--- src/rtl/cdc_bit_receiver.sv ---
// cdc_bit_receiver
//   Receiving-domain stage for a single asynchronous CDC bit. The raw bit is
//   resynchronised through SYNC_STAGES flops. A level change is accepted only
//   after it has held for FILTER_LEN consecutive synchronised cycles, which
//   rejects short glitches. All outputs are registered.
//
//   Optional feature macro: CDC_RX_GLITCH_CNT_EN adds o_glitch_cnt, which
//   counts aborted qualifications.
//
// Ports
//   i_clk        receiving-domain clock
//   i_rst_n      synchronous active-low reset
//   i_data       asynchronous CDC bit from the transmitting domain
//   i_cnt_clr    one-cycle synchronous clear of the counter(s)
//   o_data       filtered, synchronised level
//   o_rise       one-cycle pulse on an accepted 0->1 transition
//   o_fall       one-cycle pulse on an accepted 1->0 transition
//   o_busy       high while a candidate transition is being qualified
//   o_edge_cnt   saturating count of accepted edges
//   o_glitch_cnt saturating count of aborted qualifications (macro only)
module cdc_bit_receiver #(
   parameter int unsigned SYNC_STAGES = 2,
   parameter int unsigned FILTER_LEN  = 4,
   parameter int unsigned CNT_W       = 16
) (
   input  logic             i_clk,
   input  logic             i_rst_n,
   input  logic             i_data,
   input  logic             i_cnt_clr,
   output logic             o_data,
   output logic             o_rise,
   output logic             o_fall,
   output logic             o_busy,
`ifdef CDC_RX_GLITCH_CNT_EN
   output logic [CNT_W-1:0] o_glitch_cnt,
`endif
   output logic [CNT_W-1:0] o_edge_cnt
);

   localparam int unsigned QW = $clog2(FILTER_LEN) + 1;
   localparam logic [QW-1:0] Q_LAST = QW'(FILTER_LEN - 1);

   typedef enum logic [1:0] {
      ST_LOW    = 2'd0,
      ST_QUAL_H = 2'd1,
      ST_HIGH   = 2'd2,
      ST_QUAL_L = 2'd3
   } state_e;

   state_e                 state_q, state_d;
   logic [QW-1:0]          q_q, q_d;
   logic [SYNC_STAGES-1:0] sync_q, sync_d;
   logic                   data_q, data_d;
   logic                   rise_q, rise_d;
   logic                   fall_q, fall_d;
   logic                   busy_q, busy_d;
   logic [CNT_W-1:0]       edge_cnt_q, edge_cnt_d;
   logic [CNT_W-1:0]       glitch_cnt_q, glitch_cnt_d;
   logic                   s;
   logic                   edge_ev;
   logic                   glitch_ev;

   // Synchroniser shift chain; i_data feeds the first flop directly.
   always_comb begin
      sync_d = {sync_q[SYNC_STAGES-2:0], i_data};
      s      = sync_q[SYNC_STAGES-1];
   end

   // State register.
   always_ff @(posedge i_clk) begin
      if (!i_rst_n) begin
         state_q <= ST_LOW;
         q_q     <= '0;
         sync_q  <= '0;
      end else begin
         state_q <= state_d;
         q_q     <= q_d;
         sync_q  <= sync_d;
      end
   end

   // Next-state logic: a new level must hold FILTER_LEN synchronised cycles.
   always_comb begin
      state_d = state_q;
      q_d     = q_q;
      case (state_q)
         ST_LOW: begin
            if (s) begin
               if (FILTER_LEN == 1) begin
                  state_d = ST_HIGH;
               end else begin
                  state_d = ST_QUAL_H;
                  q_d     = QW'(1);
               end
            end
         end
         ST_QUAL_H: begin
            if (!s)                 state_d = ST_LOW;
            else if (q_q == Q_LAST) state_d = ST_HIGH;
            else                    q_d     = q_q + QW'(1);
         end
         ST_HIGH: begin
            if (!s) begin
               if (FILTER_LEN == 1) begin
                  state_d = ST_LOW;
               end else begin
                  state_d = ST_QUAL_L;
                  q_d     = QW'(1);
               end
            end
         end
         ST_QUAL_L: begin
            if (s)                  state_d = ST_HIGH;
            else if (q_q == Q_LAST) state_d = ST_LOW;
            else                    q_d     = q_q + QW'(1);
         end
         default: state_d = ST_LOW;
      endcase
   end

   // Output logic: registered outputs are computed from the upcoming state.
   always_comb begin
      data_d    = (state_d == ST_HIGH) || (state_d == ST_QUAL_L);
      busy_d    = (state_d == ST_QUAL_H) || (state_d == ST_QUAL_L);
      // Returning to HIGH from QUAL_L (or LOW from QUAL_H) is an abort, not an edge.
      rise_d    = (state_d == ST_HIGH) &&
                  ((state_q == ST_LOW) || (state_q == ST_QUAL_H));
      fall_d    = (state_d == ST_LOW) &&
                  ((state_q == ST_HIGH) || (state_q == ST_QUAL_L));
      glitch_ev = ((state_q == ST_QUAL_H) && (state_d == ST_LOW)) ||
                  ((state_q == ST_QUAL_L) && (state_d == ST_HIGH));
      edge_ev   = rise_d || fall_d;

      // A clear coinciding with an event leaves the count at 1.
      edge_cnt_d = edge_cnt_q;
      if (i_cnt_clr)                         edge_cnt_d = CNT_W'(edge_ev);
      else if (edge_ev && (edge_cnt_q != '1)) edge_cnt_d = edge_cnt_q + CNT_W'(1);

      glitch_cnt_d = glitch_cnt_q;
      if (i_cnt_clr)                             glitch_cnt_d = CNT_W'(glitch_ev);
      else if (glitch_ev && (glitch_cnt_q != '1)) glitch_cnt_d = glitch_cnt_q + CNT_W'(1);
   end

   // Output registers.
   always_ff @(posedge i_clk) begin
      if (!i_rst_n) begin
         data_q       <= 1'b0;
         rise_q       <= 1'b0;
         fall_q       <= 1'b0;
         busy_q       <= 1'b0;
         edge_cnt_q   <= '0;
         glitch_cnt_q <= '0;
      end else begin
         data_q       <= data_d;
         rise_q       <= rise_d;
         fall_q       <= fall_d;
         busy_q       <= busy_d;
         edge_cnt_q   <= edge_cnt_d;
         glitch_cnt_q <= glitch_cnt_d;
      end
   end

   assign o_data     = data_q;
   assign o_rise     = rise_q;
   assign o_fall     = fall_q;
   assign o_busy     = busy_q;
   assign o_edge_cnt = edge_cnt_q;

`ifdef CDC_RX_GLITCH_CNT_EN
   assign o_glitch_cnt = glitch_cnt_q;
`else
   // Glitch counter is unobservable without the port; keep it referenced.
   logic glitch_unused;
   assign glitch_unused = ^glitch_cnt_q;
`endif

endmodule

--- config.mk ---
export PLATFORM = sky130hd
export DESIGN_NAME = cdc_bit_receiver
export DESIGN_NICKNAME = d
export VERILOG_FILES = /design/src/rtl/cdc_bit_receiver.sv
export SDC_FILE = /design/constraint.sdc
export NUM_CORES = 1
export LEC_CHECK = 0
export BUFFER_PORTS_ARGS = -buffer_cell sky130_fd_sc_hd__buf_2
export CORE_MARGIN = 2
export CORE_UTILIZATION = 54
export CTS_CLUSTER_SIZE = 12
export DETAILED_ROUTE_END_ITERATION = 10
export PLACE_DENSITY = 0.78
export REMOVE_ABC_BUFFERS = 1
export SLEW_MARGIN = 20
export SYNTH_ARGS = -nofsm -noshare
export SYNTH_HDL_FRONTEND = slang
export SYNTH_SLANG_ARGS = --single-unit
--- constraint.sdc ---
create_clock -name i_clk -period 2.7 [get_ports i_clk]
set_input_delay 0.54 -clock i_clk [delete_from_list [all_inputs] [get_ports i_clk]]
set_output_delay 0.54 -clock i_clk [all_outputs]
set_load 0.01 [all_outputs]
# Word level (Yosys, flattened, before mapping)
# Cells that the tools add are included.
# op_classes
n_addsub,2
eq_ne,12
n_mux,15
n_bitwise,1
n_reduce_logical,13
# op_table
cell,count
"adder 16 x 1 -> 16 bit, second input constant",1
"!= test 16 bit, second input constant",1
two-way mux 3 bit,5
two-way mux 2 bit,6
case mux 3 bit (4 select lines),1
"equality test 2 bit, second input constant",4
"!= test 2 bit, second input constant",4
case mux 2 bit (4 select lines),1
logical OR 1 bit,5
"equality test 2 x 1 -> 1 bit, second input constant",2
zero test 2 bit,2
AND reduction 4 bit,1
"adder 3 x 1 -> 3 bit, second input constant",1
"equality test 3 x 2 -> 1 bit, second input constant",1
logical AND 1 bit,3
two-way mux 1 bit,2
nonzero test 2 bit,1
OR reduction 2 bit,1
inverter 1 bit,1
# word_totals
regBits,27
elab_cells,52

# Depth between registers and ports, before layout
# Gate-level depths: netlist (run 1).
# logic_depth
depth_word,10
depth_mapped,8
depth_no_buf,6

# Least setup slack after synthesis (run 1)
# Ideal clock, no wire load.
# synth_path
kind,register -> register
startpoint,reg edge_cnt_q[0] (netlist: o_edge_cnt[0])
endpoint,reg edge_cnt_q[2] (netlist: o_edge_cnt[2])
arrival_ns,1.758
required_time_ns,2.584
path_slack_ns,0.826
path_stages_with_launch,5
n_path_buf,0
period_less_slack_ns,1.874
cell_sequence,dfxtp_1 > ha_1 > nand3_1 > or4_2 > a41o_1
# synth_via
elab_chain_len,2
word_cells_on_any_way,3
cone_classes,add/sub: 1; eq/ne: 1; reduce/logical: 1
# synth_rtl
item,line_no,rtl
"start, declared",57,"logic [CNT_W-1:0] edge_cnt_q, edge_cnt_d;"
"start signal, assigned",158,edge_cnt_q <= edge_cnt_d;
branches (longest 2 deep; another with adder 16 x 1 -> 16 bit),--,
# Several ways; the timed one is not identified.
# A chain may end at the register's enable or synchronous reset.

# Final worst setup path (run 1)
# layout_path
startpoint,reg edge_cnt_q[0] (netlist: o_edge_cnt[0])
endpoint,reg edge_cnt_q[1] (netlist: o_edge_cnt[1])
# The elaborated chain is that of the path after synthesis.

==> results_tabular.tex, run 1 <==
\begin{tabular}{lr}
\hline
Metric & Value \\
\hline
\multicolumn{2}{l}{\textbf{Worst setup path}} \\
\quad Required time of the critical path & 2.97 ns \\
\quad Ordered list of cells on the worst path & ha\_1, nand3\_1, nor4\_4, o21ai\_0, a21oi\_1 \\
\quad Reg-to-reg slack, setup & 0.60 ns \\
\quad Maximum net fanout on the critical path & 19 \\
\quad Critical path endpoint category & register \\
\quad Sort of element at the start of the critical path & register \\
\quad CP max stage delay & 0.79 ns \\
\quad CP Data Arrival Time & 2.38 ns \\
\quad Worst-path cell with the longest stage delay & sky130\_fd\_sc\_hd\_\_nor4\_4 \\
\quad Classification of the worst setup path & register to register \\
\multicolumn{2}{l}{\textbf{Drt}} \\
\quad Number of search-and-repair iterations in the first detailed-routing pass & 4 \\
\quad Post-detailed-route count of antenna-violating nets & 0 \\
\quad Total length of routed wires & 2.96 mm \\
\quad Vias/cell & 6.15 \\
\quad Number of remaining DRC errors & 0 \\
\quad Number of DRC markers after the initial detailed-route iteration & 43 \\
\quad Routed wirelength normalized by instance count & 14.7 µm \\
\quad Vias & 1236 \\
\multicolumn{2}{l}{\textbf{Yosys}} \\
\quad Number of distinct standard cells referenced by the synthesized netlist & 39 \\
\quad FFs w/ async S/R, synth & 0\% \\
\quad Mux cell area share after synthesis & 0.761\% \\
\quad Post-Synth Adder-Cell Area & 2.85\% \\
\quad Complex-gate fraction of the synthesized area & 16.7\% \\
\quad Top FF cell, synth & sky130\_fd\_sc\_hd\_\_dfxtp\_1 \\
\quad Post-synthesis xor/xnor area fraction & 1.33\% \\
\quad Mean Syn Cell Area & 8.77 µm² \\
\quad Synth Register Bits & 27 \\
\quad Gate count of the mapped netlist & 150 \\
\quad Share of synthesized cell area in and, or, nand and nor gates & 34.0\% \\
\quad Sequential area share after synthesis & 41.1\% \\
\quad Largest family of logic cells by synthesized area & simple AND/OR/NAND/NOR gates \\
\quad Yosys warning count & 0 \\
\quad Number of enable flip-flop cells after synthesis & 0 \\
\quad Post-Synthesis Cell Area & 1320 µm² \\
\multicolumn{2}{l}{\textbf{Finish}} \\
\quad Commonest cells after routing, fill and taps aside & 27 x sky130\_fd\_sc\_hd\_\_dfxtp\_1, 23 x sky130\_fd\_sc\_hd\_\_buf\_2, 16 x sky130\_fd\_sc\_hd\_\_nand2\_1 \\
\quad Commonest non-fill, non-tap cell in the layout & sky130\_fd\_sc\_hd\_\_dfxtp\_1 \\
\quad Fraction of final layout cells with drive strength greater than 1 & 19.7\% \\
\quad Post-route non-filler standard cell count & 201 \\
\quad Nets & 181 \\
\quad Final core area utilization & 65.3\% \\
\quad Area grow syn2layout & 11.9\% \\
\quad Fillers & 212 \\
\quad Diodes inserted & 0 \\
\multicolumn{2}{l}{\textbf{Pwr}} \\
\quad Cell leakage power & 0.587 nW \\
\quad Power density relative to cell area & 413 nW/µm² \\
\quad IR drop worst, VDD & 0.000231 V \\
\multicolumn{2}{l}{\textbf{Global route}} \\
\quad Vias in the first global route & 1125 \\
\quad Largest net degree at the start of global routing & 20 \\
\quad Number of antenna violations at the first check in global routing & 0 \\
\quad Global-route wire length before repair & 4.98 mm \\
\quad GRT Residual Overflow & 0 \\
\quad Global-route usage over all layers & 24.2\% \\
\multicolumn{2}{l}{\textbf{Timing}} \\
\quad Highest attainable clock frequency & 475 MHz \\
\quad Worst hold slack & 0.398 ns \\
\quad Max-slew violation count & 0 \\
\quad Minimum period implied by the final worst setup slack & 2.10 ns \\
\quad Number of hold violations in the final report & 0 \\
\quad Max transition margin & 46.5\% \\
\quad RSZ-0062 raised after global routing & no \\
\quad Setup WS post-layout & 0.595 ns \\
\quad Slew of the pin with the lowest slew margin & 0.796 ns \\
\quad TNS Setup & 0 ns \\
\quad Worst clock skew & 0.0104 ns \\
\quad Final Cycle Share & 78.0\% \\
\quad Finish-stage setup viols & 0 \\
\multicolumn{2}{l}{\textbf{Floorplan}} \\
\quad Number of I/O pins & 24 \\
\quad Height of the die & 53.3 µm \\
\quad Area of the core & 2250 µm² \\
\quad Initial Utilization & 58.3\% \\
\quad Die width & 53.3 µm \\
\quad Die footprint & 2850 µm² \\
\quad Std cell rows & 17 \\
\multicolumn{2}{l}{\textbf{Placement}} \\
\quad Number of port buffers & 23 \\
\quad Worst setup timing slack at the placement stage & 0.629 ns \\
\quad Post-DP HPWL & 2.13 mm \\
\quad Placer Congestion & 0.970 \\
\quad Dpl cells & 197 \\
\multicolumn{2}{l}{\textbf{CTS}} \\
\quad Number of setup buffers added after CTS & 0 \\
\quad Clk buf depth & 2 \\
\quad Root buffer selected by CTS & sky130\_fd\_sc\_hd\_\_clkbuf\_4 \\
\quad Number of clock buffers inserted by TritonCTS & 3 \\
\quad H-Tree Level Count & 1 \\
\quad Clock input transition at the sequential cells of the worst setup and hold paths & 0.16 ns \\
\quad Clock sink total & 27 \\
\quad Cts-stage hold buffer count & 0 \\
\quad CTS tree & yes \\
\quad Insertion delay to the later sink of the worst-skew pair & 0.33 ns \\
\quad Cells resized by post-CTS repair & 0 \\
\multicolumn{2}{l}{\textbf{Worst hold path}} \\
\quad Class of the tightest hold or removal check & input pin to register \\
\multicolumn{2}{l}{\textbf{Outcome}} \\
\quad Status & finished, final reports clean \\
\multicolumn{2}{l}{\textbf{Job}} \\
\quad Count of max-cap constraint violations & 0 \\
\hline
\end{tabular}
==> sequential cells by signal, summed over array words and instances, names as in the netlist <==
signal / count
o_edge_cnt: 16
q_q: 3
state_q: 2
sync_q: 2
o_busy: 1
o_data: 1
o_fall: 1
o_rise: 1
==> area by class of cell <==
class	count	area, µm²	share of cell area [%]
multi-input combinational	114	732	49.7
sequential	27	541	36.7
timing repair buffer	23	115	7.82
tap	28	35.0	2.38
clock buffer	3	22.5	1.53
inverter	5	18.8	1.28
clock inverter	1	7.51	0.510
==> power breakdown <==
| part | internal [mW] | switching (mW) |
|---|---|---|
| registers | 0.402 | 0.00232 |
| clock network | 0.0567 | 0.128 |
| logic | 0.00601 | 0.0121 |
==> synthesized netlist by cell type (2+ instances only) <==
library cell               instances  area, µm²
sky130_fd_sc_hd__nand4_1           3       18.8
sky130_fd_sc_hd__and4_1            2       17.5
sky130_fd_sc_hd__nor4_1            2       12.5
sky130_fd_sc_hd__nand3_1          10       50.1
sky130_fd_sc_hd__a21oi_1          15       75.1
sky130_fd_sc_hd__o31ai_1           7       52.6
sky130_fd_sc_hd__inv_1             5       18.8
sky130_fd_sc_hd__nor2b_1           2       12.5
sky130_fd_sc_hd__and2_1            4       25.0
sky130_fd_sc_hd__o21ai_0           3       15.0
sky130_fd_sc_hd__nor3_1            2       10.0
sky130_fd_sc_hd__a311oi_1          2       17.5
sky130_fd_sc_hd__a31oi_1           2       12.5
sky130_fd_sc_hd__dfxtp_1          27        541
sky130_fd_sc_hd__nor3b_1           2       15.0
sky130_fd_sc_hd__a41o_1            2       20.0
sky130_fd_sc_hd__ha_1              3       37.5
sky130_fd_sc_hd__nand2_1          16       60.1
sky130_fd_sc_hd__nand2b_1          2       12.5
sky130_fd_sc_hd__nor2_1           10       37.5
sky130_fd_sc_hd__or3_2             2       15.0
sky130_fd_sc_hd__or4_1             7       52.6
sky130_fd_sc_hd__clkbuf_1          2       7.51
sky130_fd_sc_hd__o211a_1           2       20.0
sky130_fd_sc_hd__or3_1             2       12.5
==> per-stage QoR <==
stage | power (mW) | area (µm²)
floorplan | 0.423 | 1290
global placement | 0.430 | 1440
detailed placement | 0.430 | 1440
CTS | 0.607 | 1470
global route | 0.627 | 1470
finish | 0.607 | 1470
==> worst max-delay path, delay by kind of cell, from the launching register on <==
kind	cells	cell delay, ns
and+or+nand+nor	2	1.01
DFF	1	0.43
AOI/OAI and AO/OA	2	0.36
adders and majority gates	1	0.24
==> cells by family after synthesis <==
group | after synthesis
adders and majority gates | 3
and+or+nand+nor | 74
buffers and inverters | 9
DFF | 27
xor gates and xnor gates | 2
AOI/OAI and AO/OA | 34
muxes | 1
==> worst paths after layout <==
| kind | startpoint | endpoint | depth (start not counted) |
|---|---|---|---|
| worst max-delay path | o_edge_cnt[0] | o_edge_cnt[1] | 5 |
| worst min-delay path | i_data | sync_q[0] | 2 |
| worst max register to register | o_edge_cnt[0] | o_edge_cnt[1] | 5 |
| worst min register to register | sync_q[0] | sync_q[1] | 1 |
==> metal layers <==
metal / vias up / global-route usage, % / wire, µm
li1: 609 / - / -
met1: 579 / 30.7 / 1370
met2: 44 / 41.8 / 1360
met3: 4 / 3.39 / 186
met4: 0 / 7.69 / 39
met5: - / 0 / 0
No activity file was read; power rests on OpenSTA's default activity.
==> run 2, diff against run 1 <==
--- a/config.mk
+++ b/config.mk
@@ -7,10 +7,10 @@
 export LEC_CHECK = 0
 export BUFFER_PORTS_ARGS = -buffer_cell sky130_fd_sc_hd__buf_2
 export CORE_MARGIN = 2
-export CORE_UTILIZATION = 54
+export CORE_UTILIZATION = 48
 export CTS_CLUSTER_SIZE = 12
 export DETAILED_ROUTE_END_ITERATION = 10
-export PLACE_DENSITY = 0.78
+export PLACE_DENSITY = 0.73
 export REMOVE_ABC_BUFFERS = 1
 export SLEW_MARGIN = 20
 export SYNTH_ARGS = -nofsm -noshare
==> constraint.sdc (replaced) <==
create_clock -name i_clk -period 1.8 [get_ports i_clk]
set_input_delay 0.36 -clock i_clk [delete_from_list [all_inputs] [get_ports i_clk]]
set_output_delay 0.36 -clock i_clk [all_outputs]
set_load 0.01 [all_outputs]
==> run 2 against run 1 <==
  * Final cell count increased by 12%
  * Hold slack got worse by 0.17 ns
  * Die area increased by 12%
  * Global-route usage decreased by 3.4 points
  * Critical path depth decreased by 1
  * Total power increased by 49%
  * Non-clock buffer count increased by 22
  * First-iteration DRC count decreased by 14%
  * Clock-buffer cell count unchanged
  * Routed wire length increased by 13%
  * Sequential cell count unchanged
  * Largest cell class unchanged
  * Core utilization increased by 1.9 points
==> results_tabular.tex, run 2 (synthesis results as in run 1) <==
\begin{tabular}{lr}
\hline
Metric & Value \\
\hline
\multicolumn{2}{l}{\textbf{Finish}} \\
\quad Post-route non-filler standard cell count & 225 \\
\quad Diodes inserted & 0 \\
\quad Number of flip-flops in the largest register & 16 \\
\quad Commonest non-fill, non-tap cell in the layout & sky130\_fd\_sc\_hd\_\_buf\_2 \\
\quad Finished Cell Area & 1710 µm² \\
\quad Nets & 203 \\
\quad Fraction of final layout cells with drive strength greater than 1 & 38.5\% \\
\quad Area grow syn2layout & 30.1\% \\
\quad Commonest cells after routing, fill and taps aside & 23 x sky130\_fd\_sc\_hd\_\_buf\_2, 22 x sky130\_fd\_sc\_hd\_\_buf\_4, 20 x sky130\_fd\_sc\_hd\_\_dfxtp\_1 \\
\multicolumn{2}{l}{\textbf{Floorplan}} \\
\quad Std cell rows & 18 \\
\quad Die width & 56.3 µm \\
\quad Die footprint & 3170 µm² \\
\quad Area of the core & 2540 µm² \\
\quad Height of the die & 56.3 µm \\
\quad Initial Utilization & 51.7\% \\
\quad Number of I/O pins & 24 \\
\multicolumn{2}{l}{\textbf{Global route}} \\
\quad Vias in the first global route & 1308 \\
\quad Number of antenna violations at the first check in global routing & 0 \\
\quad GRT Residual Overflow & 0 \\
\quad Global-route wire length before repair & 5.46 mm \\
\quad Largest net degree at the start of global routing & 16 \\
\quad Global-route usage over all layers & 20.8\% \\
\multicolumn{2}{l}{\textbf{Worst setup path}} \\
\quad Maximum net fanout on the critical path & 4 \\
\quad Classification of the worst setup path & register to register \\
\quad Required time of the critical path & 2.03 ns \\
\quad Reg-to-reg slack, setup & 0.04 ns \\
\quad CP max stage delay & 0.73 ns \\
\quad Sort of element at the start of the critical path & register \\
\quad Worst-path cell with the longest stage delay & sky130\_fd\_sc\_hd\_\_or4\_2 \\
\quad Ordered list of cells on the worst path & ha\_2, nand3\_1, or4\_2, a41o\_1 \\
\quad Worst Reg-to-Reg Cells & 4 \\
\quad CP Data Arrival Time & 1.99 ns \\
\quad Critical path endpoint category & register \\
\multicolumn{2}{l}{\textbf{Timing}} \\
\quad Max-slew violation count & 0 \\
\quad Number of hold violations in the final report & 0 \\
\quad Worst clock skew & 0.0148 ns \\
\quad Slew of the pin with the lowest slew margin & 0.507 ns \\
\quad Final Cycle Share & 97.8\% \\
\quad Finish-stage setup viols & 0 \\
\quad Minimum period implied by the final worst setup slack & 1.76 ns \\
\quad TNS Setup & 0 ns \\
\quad Max transition margin & 65.9\% \\
\quad RSZ-0062 raised after global routing & no \\
\quad Highest attainable clock frequency & 568 MHz \\
\multicolumn{2}{l}{\textbf{Placement}} \\
\quad Dpl cells & 221 \\
\quad Placement Cell Area & 1610 µm² \\
\quad Post-DP HPWL & 2.53 mm \\
\quad Placer Congestion & 0.922 \\
\quad Number of port buffers & 23 \\
\multicolumn{2}{l}{\textbf{Drt}} \\
\quad Number of remaining DRC errors & 0 \\
\quad Number of search-and-repair iterations in the first detailed-routing pass & 4 \\
\quad Total length of routed wires & 3.34 mm \\
\quad Number of DRC markers after the initial detailed-route iteration & 37 \\
\quad Vias/cell & 6.06 \\
\quad Vias & 1364 \\
\quad Post-detailed-route count of antenna-violating nets & 0 \\
\quad Routed wirelength normalized by instance count & 14.8 µm \\
\multicolumn{2}{l}{\textbf{Pwr}} \\
\quad Power density relative to cell area & 529 nW/µm² \\
\quad IR drop worst, VDD & 0.000495 V \\
\quad Cell leakage power & 0.726 nW \\
\multicolumn{2}{l}{\textbf{CTS}} \\
\quad Clk buf depth & 2 \\
\quad H-Tree Level Count & 1 \\
\quad Clock sink total & 27 \\
\quad Clock input transition at the sequential cells of the worst setup and hold paths & 0.16 ns \\
\quad Number of setup buffers added after CTS & 0 \\
\quad Number of clock buffers inserted by TritonCTS & 3 \\
\quad Insertion delay to the later sink of the worst-skew pair & 0.33 ns \\
\quad CTS tree & yes \\
\quad Root buffer selected by CTS & sky130\_fd\_sc\_hd\_\_clkbuf\_4 \\
\multicolumn{2}{l}{\textbf{Worst hold path}} \\
\quad Worst hold path stage count & 2 \\
\quad Class of the tightest hold or removal check & input pin to register \\
\multicolumn{2}{l}{\textbf{Job}} \\
\quad Count of max-cap constraint violations & 0 \\
\multicolumn{2}{l}{\textbf{Outcome}} \\
\quad Status & finished, final reports clean \\
\hline
\end{tabular}
==> run 2: layout make-up <==
| type | count | area [µm²] |
|---|---|---|
| Fill cell | 225 | 835 |
| Multi-Input combinational cell | 114 | 797 |
| Sequential cell | 27 | 549 |
| Timing Repair Buffer | 45 | 280 |
| Tap cell | 30 | 37.5 |
| Clock buffer | 3 | 22.5 |
| Inverter | 5 | 18.8 |
| Clock inverter | 1 | 5.00 |
==> run 2: path summary, 6_finish.rpt <==
check | endpoint | start
worst max-delay path | o_edge_cnt[2] | o_edge_cnt[0]
worst max register to register | o_edge_cnt[2] | o_edge_cnt[0]
worst min-delay path | sync_q[0] | i_data
worst min register to register | sync_q[1] | sync_q[0]
==> run 2: through the flow <==
stage / worst slack (ns) / total power, mW / util (%) / hold slack [ns]
2_1_floorplan: -0.0741 / 0.634 / - / 0.412
3_3_place_gp: 0.0500 / 0.648 / 63.2 / 0.423
3_5_place_dp: -0.0546 / 0.650 / 63.2 / 0.418
4_1_cts: 0.0165 / 0.907 / 65.1 / 0.232
5_1_grt: 0.00370 / 0.927 / 67.2 / 0.229
6_report: 0.0388 / 0.906 / 67.2 / 0.227
==> run 2: metal layers <==
metal | GRT usage (%) | wire (µm) | part of all wire (%)
met4 | 4.08 | 29 | 0.87
met3 | 2.07 | 93 | 2.8
met1 | 23.0 | 1360 | 41
met5 | 0 | 0 | 0
met2 | 42.2 | 1850 | 55
==> run 2: what timing repair did <==
item	in CTS	in global routing
setup endpoints to repair	9	14
endpoints found under the hold margin	0	0
resized for setup	6	16
hold buffers	0	0
pin swaps	0	3
==> run 2: critical path, delay by kind of cell, from the launching register on <==
kind,cells,cell delay [ns]
adders and majority gates,1,0.20
AOI/OAI and AO/OA,1,0.26
and+or+nand+nor,2,0.82
DFF,1,0.38
==> run 2: power by group <==
group | switching, mW | internal, mW | total (mW)
Sequential | 0.00318 | 0.602 | 0.606
Combinational | 0.0219 | 0.0118 | 0.0337
Clock | 0.183 | 0.0833 | 0.266
==> run 3, diff against run 2 <==
--- a/config.mk
+++ b/config.mk
@@ -6,13 +6,14 @@
 export NUM_CORES = 1
 export LEC_CHECK = 0
 export BUFFER_PORTS_ARGS = -buffer_cell sky130_fd_sc_hd__buf_2
+export CELL_PAD_IN_SITES_DETAIL_PLACEMENT = 2
+export CELL_PAD_IN_SITES_GLOBAL_PLACEMENT = 2
 export CORE_MARGIN = 2
-export CORE_UTILIZATION = 48
+export CORE_UTILIZATION = 29
 export CTS_CLUSTER_SIZE = 12
 export DETAILED_ROUTE_END_ITERATION = 10
-export PLACE_DENSITY = 0.73
+export PLACE_DENSITY_LB_ADDON = 0.1
 export REMOVE_ABC_BUFFERS = 1
-export SLEW_MARGIN = 20
 export SYNTH_ARGS = -nofsm -noshare
 export SYNTH_HDL_FRONTEND = slang
 export SYNTH_SLANG_ARGS = --single-unit
==> run 3 against run 2 <==
  * Clock power is 44% higher
  * Worst setup slack better by 0.032 ns
  * Hold slack better by 0.047 ns
  * Via count is 0.29% lower
  * First-iteration DRC count is 54% higher
  * Routed wire length is 31% higher
  * Global-route usage is 2.3 points lower
  * Largest power group unchanged
==> results_tabular.tex, run 3 (synthesis results as in run 1) <==
\begin{tabular}{lr}
\hline
Metric & Value \\
\hline
\multicolumn{2}{l}{\textbf{Worst hold path}} \\
\quad Hold wc startpoint & i\_data \\
\quad Worst hold path stage count & 2 \\
\quad Class of the tightest hold or removal check & input pin to register \\
\multicolumn{2}{l}{\textbf{Finish}} \\
\quad Area grow syn2layout & 37.3\% \\
\quad Final core area utilization & 41.5\% \\
\quad Post-route non-filler standard cell count & 250 \\
\quad Commonest cells after routing, fill and taps aside & 24 x sky130\_fd\_sc\_hd\_\_buf\_4, 23 x sky130\_fd\_sc\_hd\_\_buf\_2, 19 x sky130\_fd\_sc\_hd\_\_dfxtp\_1 \\
\quad Diodes inserted & 0 \\
\quad Fraction of final layout cells with drive strength greater than 1 & 40.9\% \\
\quad Fillers & 503 \\
\quad Commonest non-fill, non-tap cell in the layout & sky130\_fd\_sc\_hd\_\_buf\_4 \\
\quad Nets & 206 \\
\quad Number of flip-flops in the largest register & 16 \\
\multicolumn{2}{l}{\textbf{Pwr}} \\
\quad IR drop worst, VDD & 0.000355 V \\
\quad Clk network pwr share & 37.3\% \\
\quad Power density relative to cell area & 567 nW/µm² \\
\quad Combinational power share & 3.7\% \\
\quad Internal power & 0.774 mW \\
\quad Switching portion of total power & 24.5\% \\
\quad Net Sw Power & 0.251 mW \\
\quad Cell leakage power & 0.747 nW \\
\quad Reg power frac & 59.0\% \\
\multicolumn{2}{l}{\textbf{Worst setup path}} \\
\quad Classification of the worst setup path & register to register \\
\quad Critical path origin & o\_edge\_cnt[4] \\
\quad Worst reg2reg path startpoint & o\_edge\_cnt[4] \\
\quad CP Data Arrival Time & 1.97 ns \\
\quad Critical path endpoint category & register \\
\quad Worst Reg-to-Reg Cells & 5 \\
\quad Maximum net fanout on the critical path & 6 \\
\quad Sort of element at the start of the critical path & register \\
\quad Required time of the critical path & 2.04 ns \\
\multicolumn{2}{l}{\textbf{Global route}} \\
\quad Number of antenna violations at the first check in global routing & 0 \\
\quad Largest net degree at the start of global routing & 20 \\
\quad Vias in the first global route & 1527 \\
\quad Global-route usage over all layers & 18.5\% \\
\quad GRT Residual Overflow & 0 \\
\quad Global-route wire length before repair & 7.48 mm \\
\multicolumn{2}{l}{\textbf{CTS}} \\
\quad Insertion delay to the later sink of the worst-skew pair & 0.28 ns \\
\quad Cts-stage hold buffer count & 0 \\
\quad Root buffer selected by CTS & sky130\_fd\_sc\_hd\_\_clkbuf\_8 \\
\quad H-Tree Level Count & 1 \\
\quad CTS tree & yes \\
\quad Number of clock buffers inserted by TritonCTS & 3 \\
\quad Clock input transition at the sequential cells of the worst setup and hold paths & 0.11 ns \\
\quad Number of setup buffers added after CTS & 0 \\
\quad Clk buf depth & 2 \\
\quad Clock sink total & 27 \\
\multicolumn{2}{l}{\textbf{Timing}} \\
\quad Slew of the pin with the lowest slew margin & 0.521 ns \\
\quad TNS Setup & 0 ns \\
\quad Finish-stage setup viols & 0 \\
\quad Worst hold slack & 0.274 ns \\
\quad Setup WS post-layout & 0.0712 ns \\
\quad Minimum period implied by the final worst setup slack & 1.73 ns \\
\quad Highest attainable clock frequency & 578 MHz \\
\quad Worst clock skew & 0.00316 ns \\
\quad Max transition margin & 65.0\% \\
\quad Final Cycle Share & 96.0\% \\
\quad Max-slew violation count & 0 \\
\quad Number of hold violations in the final report & 0 \\
\multicolumn{2}{l}{\textbf{Drt}} \\
\quad Total length of routed wires & 4.38 mm \\
\quad Number of remaining DRC errors & 0 \\
\quad Vias/cell & 5.44 \\
\quad Routed wirelength normalized by instance count & 17.5 µm \\
\quad Number of DRC markers after the initial detailed-route iteration & 57 \\
\quad Vias & 1360 \\
\quad Number of search-and-repair iterations in the first detailed-routing pass & 4 \\
\quad Post-detailed-route count of antenna-violating nets & 0 \\
\multicolumn{2}{l}{\textbf{Placement}} \\
\quad Number of port buffers & 23 \\
\quad Placer Congestion & 0.773 \\
\quad Worst setup timing slack at the placement stage & -0.0954 ns \\
\quad Post-DP HPWL & 3.34 mm \\
\quad Dpl cells & 246 \\
\multicolumn{2}{l}{\textbf{Outcome}} \\
\quad Status & finished, final reports clean \\
\multicolumn{2}{l}{\textbf{Floorplan}} \\
\quad Initial Utilization & 30.2\% \\
\quad Die footprint & 5090 µm² \\
\quad Height of the die & 71.3 µm \\
\quad Area of the core & 4350 µm² \\
\quad Number of I/O pins & 24 \\
\quad Die width & 71.3 µm \\
\quad Std cell rows & 24 \\
\multicolumn{2}{l}{\textbf{Job}} \\
\quad Count of max-cap constraint violations & 0 \\
\hline
\end{tabular}
==> run 3: critical path, stage by stage (launching register included) <==
cell                      delay (ns)
sky130_fd_sc_hd__dfxtp_1        0.40
sky130_fd_sc_hd__nand4_4        0.16
sky130_fd_sc_hd__buf_4          0.19
sky130_fd_sc_hd__or3_2          0.48
sky130_fd_sc_hd__nor4_2         0.28
sky130_fd_sc_hd__o211a_1        0.17
==> run 3: area by class of cell <==
type / count / area [µm²] / area share [%]
well taps: 52 / 65.1 / 3.60
repair buffers: 48 / 315 / 17.5
multi-input cells: 114 / 807 / 44.7
inverters: 5 / 18.8 / 1.04
flip-flops and latches: 27 / 551 / 30.5
clock buffers: 3 / 41.3 / 2.29
clock inverters: 1 / 7.51 / 0.416
==> run 3: path summary, 6_finish.rpt <==
check / slack, ns / endpoint
setup / recovery: 0.07 / o_edge_cnt[15]
hold / removal: 0.27 / sync_q[0]
setup reg to reg: 0.07 / o_edge_cnt[15]
hold reg to reg: 0.45 / sync_q[1]
==> run 3: repair_timing <==
item / CTS / global route
endpoints found under the setup margin: 12 / 16
pin swaps: 0 / 2
gates resized for setup: 11 / 15
==> run 3: metrics by stage <==
| step | power, mW | cell area [µm²] |
|---|---|---|
| 6_report | 1.02 | 1810 |
| 5_1_grt | 1.08 | 1810 |
| 4_1_cts | 1.03 | 1760 |
| 3_5_place_dp | 0.655 | 1670 |
| 3_3_place_gp | 0.653 | 1670 |
| 2_1_floorplan | 0.634 | 1290 |
==> run 3: power by group through the flow <==
| stage | sequential (mW) | combinational [mW] | clock (mW) |
|---|---|---|---|
| floorplan | 0.618 | 0.0161 | 0 |
| global placement | 0.618 | 0.0353 | 0 |
| detailed placement | 0.618 | 0.0369 | 0 |
| CTS | 0.604 | 0.0385 | 0.392 |
| global route | 0.605 | 0.0428 | 0.429 |
| finish | 0.604 | 0.0381 | 0.382 |
==> run 3: per-layer routing <==
layer	global-route usage [%]	wire, µm	vias up
met3	2.81	90	6
met5	0	0	-
met1	21.7	1890	682
li1	-	-	655
met4	5.87	51	0
met2	34.4	2350	17
